--- src/rtl/seq_div_if.sv ---
// seq_div_if: operand/result handshake bundle for the iterative divider.
//   in_valid / in_ready       operand handshake (master -> slave)
//   dividend_i, divisor_i     unsigned operands, N bits
//   out_valid / out_ready     result handshake (slave -> master)
//   quot_o, rem_o             quotient and remainder, N bits
//   dbz_o                     divide-by-zero flag for the current result
interface seq_div_if #(
  parameter int N = 16
);
  logic         in_valid;
  logic         in_ready;
  logic [N-1:0] dividend_i;
  logic [N-1:0] divisor_i;
  logic         out_valid;
  logic         out_ready;
  logic [N-1:0] quot_o;
  logic [N-1:0] rem_o;
  logic         dbz_o;

  modport master (
    output in_valid, dividend_i, divisor_i, out_ready,
    input  in_ready, out_valid, quot_o, rem_o, dbz_o
  );

  modport slave (
    input  in_valid, dividend_i, divisor_i, out_ready,
    output in_ready, out_valid, quot_o, rem_o, dbz_o
  );
endinterface

--- src/rtl/seq_div.sv ---
// seq_div: iterative unsigned restoring divider, one quotient bit per clock.
//   clk    rising-edge clock
//   rst_n  asynchronous active-low reset; discards any operation in flight
//   bus    seq_div_if.slave: operands in (valid/ready), quotient, remainder
//          and divide-by-zero flag out (valid/ready)
// A divisor of zero completes in one cycle with quotient all ones and the
// dividend as remainder. Otherwise the result appears N cycles after accept.
module seq_div #(
  parameter int N = 16
) (
  input  logic      clk,
  input  logic      rst_n,
  seq_div_if.slave  bus
);

  localparam int CW = $clog2(N + 1);

  localparam logic [1:0] IDLE = 2'd0;
  localparam logic [1:0] CALC = 2'd1;
  localparam logic [1:0] DONE = 2'd2;

  logic [1:0]    state;
  logic [CW-1:0] count;
  logic [N-1:0]  q_sh;
  logic [N-1:0]  d_reg;
  // The restored partial remainder is always below the divisor, so only the
  // trial value T inside div_step needs the extra (N+1)th bit.
  logic [N-1:0]  r_reg;
  logic [N-1:0]  quot_q;
  logic [N-1:0]  rem_q;
  logic          dbz_q;
  logic [N:0]    step;

  // One restoring step: returns {quotient bit, new partial remainder}.
  // Compare and subtract are N+1 bits wide so a remainder at or above
  // 2^(N-1) shifted left cannot overflow.
  function automatic logic [N:0] div_step(input logic [N-1:0] r,
                                          input logic         q_msb,
                                          input logic [N-1:0] d);
    logic [N:0] t;
    t = {r, q_msb};
    if (t >= {1'b0, d}) begin
      div_step = {1'b1, N'(t - {1'b0, d})};
    end else begin
      div_step = {1'b0, t[N-1:0]};
    end
  endfunction

  assign step = div_step(r_reg, q_sh[N-1], d_reg);

  always_ff @(posedge clk or negedge rst_n) begin
    if (!rst_n) begin
      state  <= IDLE;
      count  <= '0;
      q_sh   <= '0;
      d_reg  <= '0;
      r_reg  <= '0;
      quot_q <= '0;
      rem_q  <= '0;
      dbz_q  <= 1'b0;
    end else begin
      case (state)
        IDLE: begin
          if (bus.in_valid) begin
            q_sh  <= bus.dividend_i;
            d_reg <= bus.divisor_i;
            r_reg <= '0;
            count <= CW'(N);
            if (bus.divisor_i == '0) begin
              state  <= DONE;
              quot_q <= '1;
              rem_q  <= bus.dividend_i;
              dbz_q  <= 1'b1;
            end else begin
              state <= CALC;
              dbz_q <= 1'b0;
            end
          end
        end
        CALC: begin
          q_sh  <= {q_sh[N-2:0], step[N]};
          r_reg <= step[N-1:0];
          count <= count - CW'(1);
          if (count == CW'(1)) begin
            state  <= DONE;
            quot_q <= {q_sh[N-2:0], step[N]};
            rem_q  <= step[N-1:0];
          end
        end
        DONE: begin
          if (bus.out_ready) begin
            state <= IDLE;
          end
        end
        default: state <= IDLE;
      endcase
    end
  end

  // Both handshake flags are pure decodes of the state register, so there is
  // no combinational path from in_valid to out_valid.
  assign bus.in_ready  = (state == IDLE);
  assign bus.out_valid = (state == DONE);
  assign bus.quot_o    = quot_q;
  assign bus.rem_o     = rem_q;
  assign bus.dbz_o     = dbz_q;

endmodule

--- src/flat_wrapper.sv ---
// flat-port wrapper written by rule: the top's interface ports become plain ports
module seq_div_flat 
#(
  parameter int N = 16
)
  (clk, rst_n, bus_in_valid, bus_dividend_i, bus_divisor_i, bus_out_ready, bus_in_ready, bus_out_valid, bus_quot_o, bus_rem_o, bus_dbz_o);
  seq_div_if #(.N(N)) bus_i ();
  input  logic clk;
  input  logic rst_n;
  input wire logic [$bits(bus_i.in_valid)-1:0] bus_in_valid;
  input wire logic [$bits(bus_i.dividend_i)-1:0] bus_dividend_i;
  input wire logic [$bits(bus_i.divisor_i)-1:0] bus_divisor_i;
  input wire logic [$bits(bus_i.out_ready)-1:0] bus_out_ready;
  output wire logic [$bits(bus_i.in_ready)-1:0] bus_in_ready;
  output wire logic [$bits(bus_i.out_valid)-1:0] bus_out_valid;
  output wire logic [$bits(bus_i.quot_o)-1:0] bus_quot_o;
  output wire logic [$bits(bus_i.rem_o)-1:0] bus_rem_o;
  output wire logic [$bits(bus_i.dbz_o)-1:0] bus_dbz_o;
  assign bus_i.in_valid = bus_in_valid;
  assign bus_i.dividend_i = bus_dividend_i;
  assign bus_i.divisor_i = bus_divisor_i;
  assign bus_i.out_ready = bus_out_ready;
  assign bus_in_ready = bus_i.in_ready;
  assign bus_out_valid = bus_i.out_valid;
  assign bus_quot_o = bus_i.quot_o;
  assign bus_rem_o = bus_i.rem_o;
  assign bus_dbz_o = bus_i.dbz_o;
  seq_div #(.N(N)) u_core (.clk(clk), .rst_n(rst_n), .bus(bus_i));
endmodule
--- config.mk ---
export PLATFORM = sky130hd
export DESIGN_NAME = seq_div_flat
export DESIGN_NICKNAME = d
export VERILOG_FILES = /design/src/rtl/seq_div_if.sv /design/src/rtl/seq_div.sv /design/src/flat_wrapper.sv
export SDC_FILE = /design/constraint.sdc
export NUM_CORES = 1
export LEC_CHECK = 0
export BUFFER_PORTS_ARGS = -buffer_cell sky130_fd_sc_hd__buf_2
export CORE_MARGIN = 2
export CORE_UTILIZATION = 40
export DETAILED_ROUTE_END_ITERATION = 16
export GPL_ROUTABILITY_DRIVEN = 0
export PLACE_DENSITY = 0.64
export SETUP_SLACK_MARGIN = 0.02
export SYNTH_ARGS = -nofsm -noshare
export SYNTH_HDL_FRONTEND = slang
export SYNTH_SLANG_ARGS = --single-unit
--- constraint.sdc ---
create_clock -name clk -period 4.9 [get_ports clk]
set_input_delay 0.98 -clock clk [delete_from_list [all_inputs] [get_ports clk]]
set_output_delay 0.98 -clock clk [all_outputs]
set_load 0.05 [all_outputs]
# After elaboration in Yosys (flattened, before gate mapping)
# Index checks and enable logic that the tools add are counted.
op_classes:
  add_sub_neg: 2
  reduce_logical: 7
  eq_ne: 7
  n_mux: 21
  n_lt_le_gt_ge: 1
op_table:
  columns: ["cell", "count"]
  rows:
  - ["two-way mux 16 bit", 8]
  - ["one-hot mux 16 bit (2 select lines)", 4]
  - [">= comparator 17 x 16 -> 1 bit", 1]
  - ["two-way mux 17 bit", 1]
  - ["logical NOT 16 bit", 1]
  - ["subtractor 16 bit", 1]
  - ["one-hot mux 5 bit (2 select lines)", 1]
  - ["two-way mux 2 bit", 4]
  - ["one-hot mux 2 bit (3 select lines)", 1]
  - ["== test 5 x 1 -> 1 bit (second input constant)", 1]
  - ["two-way mux 5 bit", 1]
  - ["subtractor 5 x 1 -> 5 bit (second input constant)", 1]
  - ["!= test 2 x 1 -> 1 bit (second input constant)", 2]
  - ["!= test 2 bit (second input constant)", 2]
  - ["AND reduction 2 bit", 2]
  - ["AND reduction 4 bit", 1]
  - ["AND reduction 3 bit", 1]
  - ["== test 2 x 1 -> 1 bit (second input constant)", 1]
  - ["== test 2 bit (second input constant)", 1]
  - ["logical NOT 2 bit", 1]
  - ["nonzero test 2 bit", 1]
  - ["two-way mux 1 bit", 1]
totals:
  output_inout_bits: 35
  elab_cells: 46
  ff_bits: 88
  inputBits: 36

# Depth between registers and ports, before layout
depth:
  depth_word: 4
  depth_mapped: 10
  depth_no_buf: 10

# Worst setup path before layout
# OpenSTA, ideal clock, no wires.
synth_timing:
  path_type: "reg-to-reg"
  startpoint: "reg u_core.q_sh[15]"
  endpoint: "reg u_core.rem_q[14], in the netlist u_core.bus.rem_o[14]"
  path_stages_with_launch: 11
  n_path_buf: 0
  t_arrival_ns: 2.376
  setup_slack_ns: 2.384
  setup_time_ns: 0.140
  synth_period_minus_slack_ns: 2.516
  t_required_ns: 4.760
  cell_sequence: "dfrtp_1 inv_1 ha_1 inv_1 fa_1 a21o_1 a221oi_1 o311ai_1 mux2i_1 o32ai_1 a31oi_1"
synth_between:
  elab_chain_len: 4
  elab_cells_between_ends: 5
  cone_classes: "add/sub (1); order compare (1); mux (3)"
synth_lines:
  columns: ["item", "line", "rtl"]
  rows:
  - ["start, declared", "seq_div.sv:24", "logic [N-1:0] q_sh;"]
  - ["start signal, assigned", "seq_div.sv:65", "q_sh <= bus.dividend_i;"]
  - ["start signal, assigned", "seq_div.sv:81", "q_sh <= {q_sh[N-2:0], step[N]};"]
  - ["subtractor 16 bit / >= comparator 17 x 16 -> 1 bit (equally long branches)", "seq_div.sv:43, seq_div.sv:42", null]
  - ["two-way mux 17 bit (*)", "seq_div.sv:42", "if (t >= {1'b0, d}) begin"]
  - ["two-way mux 16 bit (*)", "seq_div.sv:84", "if (count == CW'(1)) begin"]
  - ["one-hot mux 16 bit (2 select lines) (*)", "seq_div.sv:62", "case (state)"]
  - ["end signal, assigned", "seq_div.sv:72", "rem_q <= bus.dividend_i;"]
  - ["end signal, assigned", "seq_div.sv:87", "rem_q <= step[N-1:0];"]
  - ["end, declared", "seq_div.sv:30", "logic [N-1:0] rem_q;"]
# Mark *: on every way between the ends. The rest lies on a longest branch, timed or not. The select of a mux whose other input is x is not followed.
# A chain may end at the register's enable or synchronous reset.

# Worst setup path in the final report
# Ends and elaborated chain as after synthesis.

==> reports/results.ini <==
[cts]
postCtsSetupBuffers = 0
clk_latency_ns = 0.35
clk_pin_slew_ns = 0.06
cts_resized = 0
cts_hold_buf = 0
htreeDepth = 3
ctsRootBufferMaster = clkbuf_16
clkSinkCount = 88
numCtsBuffers = 9
cts_buffer_depth = 2
cts_tree = built

[routing]
drt_iter0_markers = 317
via_per_inst = 5.561
vias = 4282
dr.pass1.iters = 7
wl_mm = 12.45
drtAntennaViolNets = 0
remaining_drc_errors = 0
wl_per_cell_um = 16.17

[critical_path]
startpoint_type = register
r2r_slack_ns = 1.72
r2r_end = u_core.bus.rem_o[14]
crit_path_start = u_core.q_sh[15]
path_class = reg -> reg
required_ns = 5.10
r2r_start = u_core.q_sh[15]
worstRegToRegCells = 10
critical_path.max_fanout = 4
endpoint_kind = register
crit_arrival_ns = 3.38

[hold_path]
min_path_cells = 2
holdCritStartpoint = u_core.bus.quot_o[5]
hold_class = reg -> reg
whs_endpoint = u_core.bus.quot_o[5]

[sta]
final_hold_viol_count = 0
slew_violations = 0
max_slew_margin_pct = 24.33
setup_tns_ns = 0
fin_worst_skew_ns = 0.007403
rsz0062_at_grt = no
max_freq_mhz = 314.2
fin_crit_sh_pct = 64.95
setup_viol = 0
worstMarginPinSlew_ns = 1.133
period_needed_ns = 3.183

[placed_design]
dp_hpwl_mm = 8.975
io_buffers = 70

[layout]
layout-drive-gt1-share_pct = 16.11
antennaDiodeCount = 0
syn2layout_area_growth_pct = 15.31
nets = 677

[synth]
synth_xor_area_share_pct = 1.829
synth_area_leader_cell = dfrtp_1
yosysWarnings = 0
synthMuxAreaShare_pct = 0.6270
synth_top_family_by_area = simple AND/OR/NAND/NOR gates
synth_cells = 568
ys_types = 55
synth_fa_ha_area_share_pct = 5.120
synth-main-ff-cell = dfrtp_1
avgSynthCellArea_um2 = 8.432
synth_seq_cells = 88
synth_edf_count = 0
synth-simple-area-share_pct = 21.84
synth_fp_nets = 623
netlist_area_mm2 = 0.004790
async_flop_share_pct = 100.0
synth_compound_area_share_pct = 19.46
synthTopCellsByArea = dfrtp_1 (46%), nand2_1 (8.9%), o21ai_0 (5.0%)
yosysTopAreaCellShare_pct = 45.98
ys_seq_area_share_pct = 45.98

[floorplan]
io_pins = 71
coreArea_mm2 = 0.01156
dieArea_mm2 = 0.01287
chipHeight_um = 113.4
die_w_um = 113.4
start_util_pct = 41.42
num_rows = 39

[job]
maxCapViolations = 0

[global_route]
first_global_vias = 4065
grt_max_degree = 56
grt_pass1_wl_mm = 20.58
track_usage_pct = 20.20
grt_overflow = 0
antenna_found_initial = 0

[status]
status = complete, no violations

[how the worst max path moves through the flow]
stage                           endpoint  slack, ns
floorplan           u_core.bus.rem_o[14]       2.38
global placement    u_core.bus.rem_o[15]       1.84
detailed placement  u_core.bus.quot_o[2]       1.79
CTS                 u_core.bus.rem_o[14]       1.77
global route        u_core.bus.rem_o[14]       1.60
finish              u_core.bus.rem_o[14]       1.72
[Yosys cell counts (5+ instances only)]
cell / count
nand2b_1: 6
a21oi_1: 27
nand3_1: 37
nor2_1: 46
nand2_1: 113
o21ai_0: 48
a31oi_1: 32
clkbuf_1: 26
inv_1: 30
nor4_1: 5
o211ai_1: 5
xnor2_1: 6
ha_1: 18
nor3_1: 5
dfrtp_1: 88
a21o_1: 6
[placed cells by master (no fill, tap or decap), types with 9 or more instances in the layout]
cell       Yosys  layout
a31oi_1       32      32
nand3_1       37      37
clkbuf_16      0       9
o21ai_0       48      48
nor2_1        46      45
a21oi_1       27      27
nand2_1      113     113
dfrtp_1       88      88
ha_1          18      18
buf_2          2      69
inv_1         30      30
[layout make-up]
cell class	instances	area (um^2)
Inverter	30	112.6
Multi-Input combinational cell	418	2344
Clock buffer	10	229.0
Timing Repair Buffer	75	390.4
Clock inverter	6	66.31
Sequential cell	88	2202
Tap cell	143	178.9
Fill cell	1119	6042
[layer usage]
metal  track usage, %  wire [um]  vias up
met2            31.62       5777      123
met1            27.71       5754     2043
met3            3.879        597       21
met5                0          0        -
li1                 -          -     2095
met4            8.293        321        0
[cell families after synthesis]
family,after synthesis
compound gates,149
mux,3
xor+xnor,10
flops,88
simple gates,237
buf+inv,62
fa+ha+maj,19
[worst max-delay path: stages, from the launching register on]
cell and delay [ns]:
dfrtp_1 0.40, inv_1 0.07, ha_1 0.16, inv_1 0.05, fa_1 0.41, a21o_1 0.22, a221oi_1 0.63, o311ai_1 0.29
mux2i_1 0.18, o32ai_1 0.48, a31oi_1 0.15
[through the flow]
step / setup slack [ns] / area [um^2] / instances / hold WS [ns] / util [%]
3_5_place_dp: 1.793 / 5228 / 754 / 0.4532 / 45.20
6_report: 1.717 / 5523 / 770 / 0.4644 / 47.76
5_1_grt: 1.602 / 5523 / 770 / 0.4838 / 47.76
3_3_place_gp: 1.842 / 5228 / 754 / 0.4467 / 45.20
2_1_floorplan: 2.384 / 4790 / 568 / 0.4523 / -
4_1_cts: 1.767 / 5523 / 770 / 0.4685 / 47.76
Power is left out: the tool's default activity adds up to more than one toggle a clock period on the data nets, which glitch-free logic cannot reach.
